`src/rtl/pc_sequencer_if.sv`:
```
`default_nettype none
// +---------------------------------------------------------------------------+
// | pc_sequencer_if : request/response bundle between fetch control and the    |
// |                   program-counter sequencer                                |
// | Revision        : 1.0                                                      |
// +---------------------------------------------------------------------------+

interface pc_sequencer_if #(
  parameter int WIDTH = 32
);
  logic             stall;
  logic             branch_taken;
  logic [WIDTH-1:0] branch_target;
  logic             jump;
  logic [WIDTH-1:0] jump_target;
  logic             exc_req;
  logic             call;
  logic             ret;
  logic [WIDTH-1:0] pc_out;
  logic [WIDTH-1:0] pc_next_seq;
  logic             pending;
  logic             misalign;

  modport master (
    output stall,
    output branch_taken,
    output branch_target,
    output jump,
    output jump_target,
    output exc_req,
    output call,
    output ret,
    input  pc_out,
    input  pc_next_seq,
    input  pending,
    input  misalign
  );

  modport slave (
    input  stall,
    input  branch_taken,
    input  branch_target,
    input  jump,
    input  jump_target,
    input  exc_req,
    input  call,
    input  ret,
    output pc_out,
    output pc_next_seq,
    output pending,
    output misalign
  );
endinterface

`default_nettype wire

```
`src/rtl/pc_sequencer.sv`:
```
`default_nettype none
// +---------------------------------------------------------------------------+
// | pc_sequencer : fetch PC sequencer with stall-held redirects, exception     |
// |                vector and target alignment; optional return stack under    |
// |                macro PC_RAS_EN                                             |
// | Revision     : 1.0                                                         |
// +---------------------------------------------------------------------------+

module pc_sequencer #(
  parameter int               WIDTH        = 32,
  parameter logic [WIDTH-1:0] RESET_VECTOR = WIDTH'(32'h0000_0000),
  parameter logic [WIDTH-1:0] EXC_VECTOR   = WIDTH'(32'h0000_0080),
  parameter int               INC          = 4,
  parameter int               RAS_DEPTH    = 4
) (
  input  logic             clk,
  input  logic             reset_n,
  pc_sequencer_if.slave    bus
);

  localparam logic [1:0] ST_RUN       = 2'd0;
  localparam logic [1:0] ST_HOLD      = 2'd1;
  localparam logic [1:0] ST_HOLD_PEND = 2'd2;

  localparam logic [WIDTH-1:0] INC_W      = WIDTH'(INC);
  localparam logic [WIDTH-1:0] ALIGN_MASK = WIDTH'(INC - 1);

  logic [1:0]       state;
  logic [1:0]       state_nxt;
  logic [WIDTH-1:0] pc;
  logic [WIDTH-1:0] pc_nxt;
  logic [WIDTH-1:0] pc_seq;
  logic [WIDTH-1:0] pend_tgt;
  logic [WIDTH-1:0] pend_tgt_nxt;
  logic             misalign_r;
  logic             misalign_nxt;
  logic             load_en;
  logic [WIDTH-1:0] load_tgt;
  logic [WIDTH-1:0] jump_dest;
  logic             jump_take;

  assign pc_seq = pc + INC_W;

  always_comb begin
    state_nxt    = state;
    pc_nxt       = pc;
    pend_tgt_nxt = pend_tgt;
    load_en      = 1'b0;
    load_tgt     = '0;
    jump_take    = 1'b0;

    if (bus.exc_req) begin
      load_en      = 1'b1;
      load_tgt     = EXC_VECTOR;
      pend_tgt_nxt = '0;
      state_nxt    = ST_RUN;
    end else if (bus.stall) begin
      if (state != ST_HOLD_PEND) begin
        if (bus.branch_taken) begin
          pend_tgt_nxt = bus.branch_target;
          state_nxt    = ST_HOLD_PEND;
        end else if (bus.jump) begin
          pend_tgt_nxt = jump_dest;
          jump_take    = 1'b1;
          state_nxt    = ST_HOLD_PEND;
        end else begin
          state_nxt    = ST_HOLD;
        end
      end
    end else begin
      state_nxt = ST_RUN;
      // A held redirect wins over anything presented on the release cycle.
      if (state == ST_HOLD_PEND) begin
        load_en      = 1'b1;
        load_tgt     = pend_tgt;
        pend_tgt_nxt = '0;
      end else if (bus.branch_taken) begin
        load_en  = 1'b1;
        load_tgt = bus.branch_target;
      end else if (bus.jump) begin
        load_en   = 1'b1;
        load_tgt  = jump_dest;
        jump_take = 1'b1;
      end else begin
        pc_nxt = pc_seq;
      end
    end

    if (load_en) begin
      pc_nxt = load_tgt & ~ALIGN_MASK;
    end
  end

  // ALIGN_MASK is zero for INC=1, so no forcing and no flag in that build.
  assign misalign_nxt = load_en & (|(load_tgt & ALIGN_MASK));

  always_ff @(posedge clk or negedge reset_n) begin
    if (!reset_n) begin
      state      <= ST_RUN;
      pc         <= RESET_VECTOR;
      pend_tgt   <= '0;
      misalign_r <= 1'b0;
    end else begin
      state      <= state_nxt;
      pc         <= pc_nxt;
      pend_tgt   <= pend_tgt_nxt;
      misalign_r <= misalign_nxt;
    end
  end

`ifdef PC_RAS_EN
  localparam int PTR_W = (RAS_DEPTH > 1) ? $clog2(RAS_DEPTH) : 1;

  logic [WIDTH-1:0] ras_mem [RAS_DEPTH];
  logic [PTR_W-1:0] ras_ptr;
  logic [PTR_W:0]   ras_cnt;
  logic [PTR_W-1:0] ras_top_idx;
  logic             ras_empty;
  logic             ras_full;
  logic             ras_push;
  logic             ras_pop;
  logic             ret_hit;

  assign ras_top_idx = ras_ptr - PTR_W'(1);
  assign ras_empty   = (ras_cnt == '0);
  assign ras_full    = (ras_cnt == (PTR_W+1)'(RAS_DEPTH));

  // Call takes precedence over ret when both qualify the same jump.
  assign ret_hit   = bus.ret & ~bus.call & ~ras_empty;
  assign jump_dest = ret_hit ? ras_mem[ras_top_idx] : bus.jump_target;
  assign ras_push  = jump_take & bus.call;
  assign ras_pop   = jump_take & ret_hit;

  always_ff @(posedge clk or negedge reset_n) begin
    if (!reset_n) begin
      ras_ptr <= '0;
      ras_cnt <= '0;
    end else if (ras_push) begin
      ras_ptr <= ras_ptr + PTR_W'(1);
      if (!ras_full) begin
        ras_cnt <= ras_cnt + (PTR_W+1)'(1);
      end
    end else if (ras_pop) begin
      ras_ptr <= ras_top_idx;
      ras_cnt <= ras_cnt - (PTR_W+1)'(1);
    end
  end

  // Pushing onto a full stack reuses the oldest slot via pointer wrap.
  always_ff @(posedge clk) begin
    if (ras_push) begin
      ras_mem[ras_ptr] <= pc_seq;
    end
  end
`else
  localparam int unused_ras_depth = RAS_DEPTH;

  logic unused_ras;

  assign jump_dest  = bus.jump_target;
  assign unused_ras = &{1'b0, bus.call, bus.ret, jump_take};
`endif

  assign bus.pc_out      = pc;
  assign bus.pc_next_seq = pc_seq;
  assign bus.pending     = (state == ST_HOLD_PEND);
  assign bus.misalign    = misalign_r;

endmodule

`default_nettype wire
```
`src/flat_wrapper.sv`:
```
// flat-port wrapper written by rule: the top's interface ports become plain ports
module pc_sequencer_flat 
#(
  parameter int               WIDTH        = 32,
  parameter logic [WIDTH-1:0] RESET_VECTOR = WIDTH'(32'h0000_0000),
  parameter logic [WIDTH-1:0] EXC_VECTOR   = WIDTH'(32'h0000_0080),
  parameter int               INC          = 4,
  parameter int               RAS_DEPTH    = 4
)
  (clk, reset_n, bus_stall, bus_branch_taken, bus_branch_target, bus_jump, bus_jump_target, bus_exc_req, bus_call, bus_ret, bus_pc_out, bus_pc_next_seq, bus_pending, bus_misalign);
  pc_sequencer_if #(.WIDTH(WIDTH)) bus_i ();
  input  logic clk;
  input  logic reset_n;
  input wire logic [$bits(bus_i.stall)-1:0] bus_stall;
  input wire logic [$bits(bus_i.branch_taken)-1:0] bus_branch_taken;
  input wire logic [$bits(bus_i.branch_target)-1:0] bus_branch_target;
  input wire logic [$bits(bus_i.jump)-1:0] bus_jump;
  input wire logic [$bits(bus_i.jump_target)-1:0] bus_jump_target;
  input wire logic [$bits(bus_i.exc_req)-1:0] bus_exc_req;
  input wire logic [$bits(bus_i.call)-1:0] bus_call;
  input wire logic [$bits(bus_i.ret)-1:0] bus_ret;
  output wire logic [$bits(bus_i.pc_out)-1:0] bus_pc_out;
  output wire logic [$bits(bus_i.pc_next_seq)-1:0] bus_pc_next_seq;
  output wire logic [$bits(bus_i.pending)-1:0] bus_pending;
  output wire logic [$bits(bus_i.misalign)-1:0] bus_misalign;
  assign bus_i.stall = bus_stall;
  assign bus_i.branch_taken = bus_branch_taken;
  assign bus_i.branch_target = bus_branch_target;
  assign bus_i.jump = bus_jump;
  assign bus_i.jump_target = bus_jump_target;
  assign bus_i.exc_req = bus_exc_req;
  assign bus_i.call = bus_call;
  assign bus_i.ret = bus_ret;
  assign bus_pc_out = bus_i.pc_out;
  assign bus_pc_next_seq = bus_i.pc_next_seq;
  assign bus_pending = bus_i.pending;
  assign bus_misalign = bus_i.misalign;
  pc_sequencer #(.WIDTH(WIDTH), .RESET_VECTOR(RESET_VECTOR), .EXC_VECTOR(EXC_VECTOR), .INC(INC), .RAS_DEPTH(RAS_DEPTH)) u_core (.clk(clk), .reset_n(reset_n), .bus(bus_i));
endmodule
```
`config.mk`:
```
export PLATFORM = sky130hd
export DESIGN_NAME = pc_sequencer_flat
export DESIGN_NICKNAME = d
export VERILOG_FILES = /design/src/rtl/pc_sequencer_if.sv /design/src/rtl/pc_sequencer.sv /design/src/flat_wrapper.sv
export SDC_FILE = /design/constraint.sdc
export NUM_CORES = 1
export LEC_CHECK = 0
export ABC_CLOCK_PERIOD_IN_PS = 2880
export BUFFER_PORTS_ARGS = -buffer_cell sky130_fd_sc_hd__buf_2
export CAP_MARGIN = 15
export CELL_PAD_IN_SITES_DETAIL_PLACEMENT = 0
export CELL_PAD_IN_SITES_GLOBAL_PLACEMENT = 1
export CORE_MARGIN = 8
export CORE_UTILIZATION = 40
export DETAILED_ROUTE_END_ITERATION = 6
export HOLD_SLACK_MARGIN = 0.05
export PLACE_DENSITY = 0.89
export SLEW_MARGIN = 20
export SYNTH_ARGS = -nofsm -noshare
export SYNTH_HDL_FRONTEND = slang
export SYNTH_SLANG_ARGS = --single-unit
```
`constraint.sdc`:
```
create_clock -name clk -period 2.88 [get_ports clk]
set_input_delay 0.432 -clock clk [delete_from_list [all_inputs] [get_ports clk]]
set_output_delay 0.432 -clock clk [all_outputs]
set_load 0.005 [all_outputs]
```
Word level (Yosys, flattened, before mapping)
Index checks and enable logic that the tools add are counted.
Word-level totals
  word-level logic and storage cells: 46
  output and inout port bits: 66
  register bits: 67
  input bits: 72
Cells by class
  multiplexer cells: 27
  bitwise operators: 1
  equal/unequal tests: 9
  add/subtract/negate cells: 1
  reduce and logical (&&, ||, !) cells: 4
Operator list (count)
  two-way mux 32 bit: 17
  adder 32 x 3 -> 32 bit (second input constant): 1
  two-way mux 2 bit: 5
  != test 2 x 1 -> 1 bit (second input constant): 5
  two-way mux 1 bit: 5
  AND reduction 5 bit: 1
  != test 4 x 1 -> 1 bit (second input constant): 1
  != test 3 x 1 -> 1 bit (second input constant): 1
  AND reduction 3 bit: 1
  nonzero test 3 bit: 1
  == test 2 bit (second input constant): 1
  != test 2 bit (second input constant): 1
  OR reduction 2 bit: 1
  AND 1 bit: 1

Depth between registers and ports, before layout
  word-level depth: 7
  mapped depth: 9
  gate-level depth less buffers: 6

Least setup slack after synthesis
OpenSTA, ideal clock, no wires.
  path type: reg2out
  from: register u_core.pc[2] (netlist: u_core.bus.pc_out[2])
  to: output port bus_pc_next_seq[18]
  arrival: 1665 ps
  data required time: 2448 ps
  buffers on the path: 1
  setup slack: 783 ps
  cell stages (with the launch flop): 7
  cells stage by stage: dfrtp_1 > ha_1 > nand3_2 > nor4_4 > buf_4 > nand4_1 > xnor2_1
Between the ends
  longest elaborated chain between the ends: 1
RTL lines
  start: declaration: line pc_sequencer.sv:30  | logic [WIDTH-1:0] pc;
  start signal: assignment: line pc_sequencer.sv:105  | pc <= pc_nxt;
  adder 32 x 3 -> 32 bit: line pc_sequencer.sv:42  | assign pc_seq = pc + INC_W;
  end: declaration: line flat_wrapper.sv:23  | output wire logic [$bits(bus_i.pc_next_seq)-1:0] bus_pc_next_seq;
No other way between the ends.

Final worst setup path
  from: register u_core.pc[3] (netlist: u_core.bus.pc_out[3])
  to: output port bus_pc_next_seq[24]
Same word-level chain as after synthesis.

==> impl_results.md <==
- Final period utilization: 94.96%
- #FFs+latches synth: 65
- Worst rel slew slack: 35.02%
- IR drop worst, VDD: 0.2338 mV
- CTS H-tree lvls: 3
- Detail Placement HPWL: 9.500 mm
- Die Y-Extent: 117.2 um
- Worst-path fanout max: 10
- Core area: 0.01014 sq mm
- Placed insts: 719
- Reg area: 0.001627 sq mm
- Critical Path RT: 2.45 ns
- Sequential share of power: 45.2%
- Hold_buf cts: 0
- Post-synth EDFFs: 0
- Fillers: 1024
- Most frequent cells in the layout: 131 x buf_2, 72 x nand2_1, 65 x dfrtp_1
- Vias per std cell: 5.566
- Area of the multi-input gates: 0.002263 sq mm
- Maximum root-to-sink buffer count: 2
- FF-to-FF setup slack: 0.68 ns
- Hold Vio Cnt, Final: 0
- Distinct cell type count after synthesis: 52
- Unrepaired setup endpoints after global routing: false
- Final non-filler cell total: 735
- Clk root buf: clkbuf_8
- Synth Cell Area: 0.004100 sq mm
- DRC: 0
- Num ports: 138
- Worst reg2reg startpoint: u_core.bus.pc_out[3]$_DFFE_PN0P_
- YS warnings: 0
- Int Pwr: 1630 uW
- CP Launch Type: flop
- Initial antenna violation count: 0
- Net Switching: 678.9 uW
- Post-CTS setup buffers: 0
- Max Cap Viol: 0
- CTS resizes: 0
- CP Class: reg2out
- Num CTS Buffers: 9
- Total length of routed wires: 12.72 mm
- Power Density: 453.6 mW/mm^2
- Min-Delay Path Class: in2async
- Vias in the first global route: 4008
- Detailed Route Iter0 Violations: 279
- Diode count: 0
- Gate Count Post-Synth: 480
- Synthesized area per cell: 8.542 sq um
- Final ANT Viol Nets: 0
- Ys async rst share: 100.0%
- Commonest non-fill, non-tap cell in the layout: buf_2
- Share of post-route cells with drive strength above 1: 29.22%
- Crit. End Element: output port
- Clk Latency, worst-skew pair: 0.33 ns
- Placer Congestion: 0.8802
- Pre-antenna DRT Iters: 5
- Row count: 37
- Switching Fraction: 29.41%
- First-pass GRT wire length: 20.18 mm
- Setup Skew: 0.008049 ns
- Tightest Pin Transition: 0.9747 ns
- Max-slew violations: 0
- Drt wl/cell: 17.31 um
- Status: complete, no violations
- Worst-path clk slew: 0.08 ns
- CTS tree: done
- Ys flop type: dfrtp_1
- Port Buffers: 131
- # nets final: 667
- Post-route minimum period: 2.735 ns
- Fmax: 365.7 MHz
- Sequential-to-total area share from yosys stat: 39.67%
- Largest net degree at the start of global routing: 53
- Total congestion overflow: 0
- Initial Util: 40.44%
- R2R depth: 7
- DR vias: 4091
- Area grow syn2layout: 24.14%
- DIE WIDTH: 117.2 um
- Comb pwr share: 17.7%
- CP arrival: 2.30 ns
- Critical register-to-register path endpoint: u_core.bus.pc_out[24]$_DFFE_PN0P_
- Clock share of power: 37.1%
- Die Area: 0.01375 sq mm
- Tot GR Track Use: 18.73%
- Final setup viols: 0
- Clk sinks: 65
- Setup_tns: 0 ns
- LEAKAGE: 0.002385 uW
[flip-flops by register name, indices dropped and copies added (netlist names)]
register             flops
u_core.bus.misalign      1
u_core.state             2
u_core.pend_tgt         32
u_core.bus.pc_out       30
[worst max-delay path by stage]
stage | from | to | slack, ns
3_5_place_dp | u_core.bus.pc_out[3]$_DFFE_PN0P_ | bus_pc_next_seq[24] | 0.42
3_3_place_gp | u_core.bus.pc_out[3]$_DFFE_PN0P_ | bus_pc_next_seq[24] | 0.52
2_1_floorplan | u_core.bus.pc_out[2]$_DFFE_PN0P_ | bus_pc_next_seq[18] | 0.78
6_report | u_core.bus.pc_out[3]$_DFFE_PN0P_ | bus_pc_next_seq[24] | 0.15
5_1_grt | u_core.bus.pc_out[6]$_DFFE_PN0P_ | bus_pc_next_seq[27] | 0.03
4_1_cts | u_core.bus.pc_out[3]$_DFFE_PN0P_ | bus_pc_next_seq[24] | 0.04
[per-layer routing]
metal | part of all wire (%) | up-vias | GRT usage [%]
li1 | - | 2000 | -
met1 | 47 | 1924 | 26.57
met2 | 45 | 152 | 27.99
met3 | 6.9 | 15 | 3.284
met4 | 1.4 | 0 | 6.399
met5 | 0 | - | 0
[metrics by stage]
step,total power (uW),area [sq um],utilization [%],hold slack (ns),setup slack (ns)
floorplan,1270,4111,-,0.1364,0.7830
global placement,1460,4871,48.04,0.4564,0.5215
detailed placement,1470,4871,48.04,0.4658,0.4173
CTS,2329,5090,50.20,0.2732,0.04153
global route,2431,5090,50.20,0.3162,0.03165
finish,2309,5090,50.20,0.2474,0.1453
[cell type report]
type / count / share of cell area (%)
flip-flops and latches: 65 / 31.96
well taps: 136 / 3.343
clock buffers: 9 / 2.434
multi-input cells: 365 / 44.47
repair buffers: 147 / 15.49
clock inverters: 7 / 1.868
inverters: 6 / 0.4425
[cells by family (layout without fill, tap and decap cells)]
| kind of cell | Yosys count | in the layout | synth area share (%) |
|---|---|---|---|
| AOI/OAI and AO/OA | 165 | 165 | 26.76 |
| DFF | 65 | 65 | 39.67 |
| muxes | 2 | 2 | 0.4883 |
| xor gates and xnor gates | 28 | 28 | 5.981 |
| other | 1 | 4 | 0.09146 |
| and+or+nand+nor | 165 | 165 | 21.03 |
| buffers and inverters | 53 | 169 | 5.676 |
| adders and majority gates | 1 | 1 | 0.3051 |
[synthesized netlist by cell type (all sizes together), types with 3 or more instances]
cell     n  area, sq um
o211ai  21        157.7
and3     3        18.77
a21oi   14        70.07
nor4     5        61.31
inv      6        22.52
o21bai   5        37.54
o311ai  12        105.1
buf     20        108.9
nor2    23        86.33
clkbuf  27        101.4
a211oi   3        22.52
a22oi   32        240.2
nand3   22        132.6
a31oi    9        56.30
and4     4        35.03
nor3     5        30.03
o21ai   51        255.2
or3      6        37.54
nand2   72        270.3
nand4   10        92.59
nand2b   5        31.28
xnor2   21        183.9
o32ai    4        35.03
dfrtp   65         1627
and2     3        18.77
xor2     7        61.31
[worst max-delay path, cell delays in order (launching register included)]
cell and delay (ns):
dfrtp_1 0.43, ha_1 0.31, nand3_2 0.14, nor4_4 0.32
buf_4 0.25, nand4_1 0.19, xnor2_1 0.19, buf_2 0.13
[power by group through the flow]
stage	sequential [uW]	combinational (uW)	clock (uW)
detailed placement	1060	411	0
CTS	1040	413	875
global route	1050	460	918
floorplan	1040	231	0
finish	1040	408	857
global placement	1060	405	0
Note: power is estimated with default switching activity, not from simulation.
